<file path="config.mk">
export PLATFORM = sky130hd
export DESIGN_NAME = xarb_rr
export DESIGN_NICKNAME = d
export VERILOG_FILES = /design/src/rtl/xarb_rr.sv
export SDC_FILE = /design/constraint.sdc
export NUM_CORES = 1
export LEC_CHECK = 0
export CORE_UTILIZATION = 52
export CTS_CLUSTER_DIAMETER = 200
export DETAILED_ROUTE_END_ITERATION = 6
export PLACE_DENSITY = 0.84
export SYNTH_ARGS = -nofsm -noshare
export SYNTH_HDL_FRONTEND = slang
export SYNTH_SLANG_ARGS = --single-unit
</file>
<file path="constraint.sdc">
create_clock -name clk -period 6.3 [get_ports clk]
set_clock_uncertainty 0.15 [all_clocks]
set_input_delay 0.63 -clock clk [delete_from_list [all_inputs] [get_ports clk]]
set_output_delay 0.63 -clock clk [all_outputs]
set_load 0.02 [all_outputs]
</file>
<file path="src/rtl/xarb_rr.sv">
// xarb_rr: registered one-hot arbiter, round-robin or fixed priority,
// optionally holding the grant until the last beat of a packet.
module xarb_rr #(
   parameter  int NREQ = 8,
   parameter  int RR   = 1,
   parameter  int HOLD = 1,
   localparam int IDW  = (NREQ > 1) ? $clog2(NREQ) : 1
) (
   input  logic            clk,
   input  logic            rst_n,
   input  logic [NREQ-1:0] req,
   input  logic [NREQ-1:0] last,
   input  logic            gnt_rdy,
   output logic [NREQ-1:0] gnt,
   output logic            gnt_vld,
   output logic [IDW-1:0]  gnt_id
);

   // state | meaning
   // IDLE  | no grant outstanding; arbitrate whenever any req is set
   // BUSY  | gnt holds one requestor until release
   typedef enum logic {IDLE = 1'b0, BUSY = 1'b1} state_t;

   state_t          r_state, w_state_nxt;
   logic [NREQ-1:0] r_gnt, w_gnt_nxt;
   logic [IDW-1:0]  r_gnt_id, w_gnt_id_nxt;
   logic [IDW-1:0]  r_ptr, w_ptr_eff;
   logic            w_release, w_arb;
   logic [NREQ-1:0] w_mask, w_masked, w_cand, w_win;
   logic [IDW-1:0]  w_win_id;

   // Isolate the lowest set bit: inclusive prefix OR in log2 stages, then
   // keep only the bit whose lower neighbours are all clear.
   function automatic logic [NREQ-1:0] lsb_iso(input logic [NREQ-1:0] v);
      logic [NREQ-1:0] p;
      p = v;
      for (int s = 1; s < NREQ; s = s * 2) p = p | (p << s);
      return v & ~(p << 1);
   endfunction

   assign w_release = (r_state == BUSY) && gnt_rdy && ((HOLD == 0) || (|(last & r_gnt)));
   assign w_arb     = (r_state == IDLE) || w_release;

   // The requestor being released this cycle already counts as the last one served.
   assign w_ptr_eff = w_release ? r_gnt_id : r_ptr;

   always_comb begin
      w_mask = '0;
      for (int i = 0; i < NREQ; i++) w_mask[i] = (i > int'(w_ptr_eff));
   end

   assign w_masked = req & w_mask;
   assign w_cand   = ((RR != 0) && (|w_masked)) ? w_masked : req;
   assign w_win    = lsb_iso(w_cand);

   always_comb begin
      w_win_id = '0;
      for (int i = 0; i < NREQ; i++)
         if (w_win[i]) w_win_id = w_win_id | IDW'(i);
   end

   always_comb begin
      w_state_nxt  = r_state;
      w_gnt_nxt    = r_gnt;
      w_gnt_id_nxt = r_gnt_id;
      if (w_arb) begin
         if (|req) begin
            w_state_nxt  = BUSY;
            w_gnt_nxt    = w_win;
            w_gnt_id_nxt = w_win_id;
         end else begin
            w_state_nxt  = IDLE;
            w_gnt_nxt    = '0;
            w_gnt_id_nxt = '0;
         end
      end
   end

   always_ff @(posedge clk or negedge rst_n) begin
      if (!rst_n) begin
         r_state  <= IDLE;
         r_gnt    <= '0;
         r_gnt_id <= '0;
         r_ptr    <= IDW'(NREQ - 1);
      end else begin
         r_state  <= w_state_nxt;
         r_gnt    <= w_gnt_nxt;
         r_gnt_id <= w_gnt_id_nxt;
         r_ptr    <= w_ptr_eff;
      end
   end

   assign gnt     = r_gnt;
   assign gnt_vld = (r_state == BUSY);
   assign gnt_id  = r_gnt_id;

endmodule

</file>
==> impl_results.md <==
* Cell taking the most area after synthesis: dfrtp_1
* Cell Chain, Critical Path: clkdlybuf4s50_1, a22o_4, o41ai_4, mux2i_1, a22oi_4, a311oi_4, nor2_4, o41ai_2
* Crit path kind: in -> reg
* Slew Viols, Final at 0
* Final number of hold-violating endpoints at 0
* Initial DRC count at 37
* Clock share of power at 7.1%
* Largest net degree at the start of global routing at 17
* Top cell type's share of synthesized area at 24.3%
* Unique masters post-synth at 56
* Mapped Area at 1240 sq um
* RSZ-0062 raised after global routing: no
* Slew margin rel. at 55.1%
* Max cap viols at 0
* CP Max Fanout at 10
* Clk pin slew, worst setup/hold paths at 100 ps
* TritonRoute pass-1 iters at 5
* Post-synth net total at 145
* Global-route wire length before repair at 5220 um
* Status: finished, final reports clean
* Hold_ws at 368 ps
* Clock Latency Late Sink at 290 ps
* Initial antenna violation count at 0
* Cells after Synth at 126
* Post-synth ARST share at 100%
* Hold Buf Count CTS at 0
* Via density at 6.16
* WP data arrival at 3400 ps
* Fmax at 0.299 GHz
* Sequential Power Share at 27.3%
* Area Overhead vs Synth at 28.1%
* Clock buffer count from CTS at 3
* # IOs at 31
* EDFF count, synth at 0
* Die area at 2580 sq um
* Port Buffer Count at 30
* Pleak at 0.000648 uW
* Switching share of power at 49.6%
* Crit path largest cell delay at 680 ps
* Crit start category: input port
* Filler instances at 173
* Reg area at 379 sq um
* Vias in the first global route at 1,110
* Fin Setup TNS at 0 ps
* DP HPWL at 2540 um
* Layout cells sized above 1 at 23.1%
* DRC Markers at 0
* Most frequent cells in the layout: clkdlybuf4s50_1 (30), nand2_1 (20), dfrtp_1 (12)
* HP Class: reg -> reg
* Post-synthesis sequential area ratio at 30.7%
* Clock root buffer: clkbuf_4
* Peak VDD IR at 0.307 mV
* Net Sw Power at 388 uW
* Row count at 17
* Bufs on Longest Clock Path at 2
* Flop-to-flop setup slack at 3290 ps
* Die H at 50.8 um
* Core Area at 2230 sq um
* Pwr Density at 494 nW/um^2
* Ant diodes at 0
* Combinational Power Share at 65.6%
* Vias at 1,133
* Yosys warnings at 0
* Commonest non-fill, non-tap cell in the layout: clkdlybuf4s50_1
* CTS tree: yes
* Crit path capture type: register
* # clock sinks at 15
* Post-CTS Setup Bufs at 0
* Tmin final at 3350 ps
* Synth top area cells: dfrtp_1 (24%), dfstp_2 (6.4%), nand2_1 (6.1%)
* Global Route Usage Sum at 27.4%
* Pint at 394 uW
* Wire length per cell at 17.5 um
* Global route total overflow at 0
* Yosys reg bits at 15
* CP Data Required Time at 6350 ps
* Post-route clock period utilization at 53.1%
* Multi-input gate area at 820 sq um
* Worst-Margin Slew at 671 ps
* Endpoints failing setup at 0
* Top_reg_cell synth: dfrtp_1
* RePlAce Congestion at 0.872
* Post-CTS Resized at 0
* Starting Density at 55.4%
* Critical-path top delay cell: o41ai_4
* H-Tree Depth at 1
* Antenna-violating nets left at 0
* Layout Nets at 176
* Die X at 50.8 um
* Mapped Avg Cell Area at 9.81 sq um
* Drt total wl at 3220 um
cells by family (layout without fill, tap and decap cells):
group / Yosys count / after routing / synth area share (%)
buffers and inverters: 10 / 40 / 3.04
DFF: 15 / 15 / 30.7
muxes: 7 / 7 / 6.27
and+or+nand+nor: 46 / 46 / 19.6
AOI/OAI and AO/OA: 48 / 48 / 40.4
synthesized netlist by cell type (3+ instances only):
cell type,instances
a21oi_1,4
a22o_4,3
clkbuf_1,4
dfrtp_1,12
dfstp_2,3
inv_1,6
mux2_2,3
mux2i_1,3
nand2_1,20
nor2_1,6
nor3b_1,3
o21ai_0,5
o21ai_1,5
registers in the layout, summed over array words and instances (netlist names):
register,count
gnt,8
gnt_id,3
gnt_vld,1
r_ptr,3
cell type report:
type                    instances  area share [%]
clock buffers                   3            1.42
inverters                       6            1.42
repair buffers                 30            19.0
clock inverters                 1           0.316
well taps                      28            2.21
flip-flops and latches         15            23.9
multi-input cells             101            51.7
worst max-delay path: cells and delay by family:
kind | cells | cell delay [ps]
buffers and inverters | 1 | 410
muxes | 1 | 430
and+or+nand+nor | 1 | 100
AOI/OAI and AO/OA | 5 | 1810
power by group through the flow:
stage                     registers [uW]  clock network (uW)  logic (uW)
after floorplan                      218                   0         352
after global placement               211                   0         502
after detailed placement             212                   0         509
after CTS                            211                56.2         511
after global routing                 220                57.0         554
final                                213                55.8         514
path summary, 6_finish.rpt:
kind | start | end | cells after the start
hold / removal | gnt[3] | gnt[3] | 2
setup / recovery | last[6] | gnt[7] | 8
min in group asynchronous | rst_n | gnt[2] | 1
hold reg to reg | gnt[3] | gnt[3] | 2
setup reg to reg | gnt[6] | gnt[7] | 7
max in group asynchronous | rst_n | gnt[0] | 1
routing by layer:
layer	vias to the layer above	global-route usage (%)	wire length [um]
met2	38	48.2	1570
li1	537	-	-
met3	6	4.24	151
met4	0	9.72	45
met1	552	33.5	1450
met5	-	0	0
metrics by stage:
| step | util [%] | area [sq um] | setup slack [ps] | total power [uW] | instances |
|---|---|---|---|---|---|
| final | 70.9 | 1580 | 2950 | 783 | 184 |
| after global routing | 70.9 | 1580 | 2730 | 831 | 184 |
| after CTS | 70.9 | 1580 | 2960 | 778 | 184 |
| after detailed placement | 69.7 | 1560 | 2650 | 721 | 180 |
| after global placement | 69.7 | 1560 | 2740 | 712 | 180 |
| after floorplan | - | 1240 | 3330 | 571 | 126 |
No activity file was read; power rests on OpenSTA's default activity.
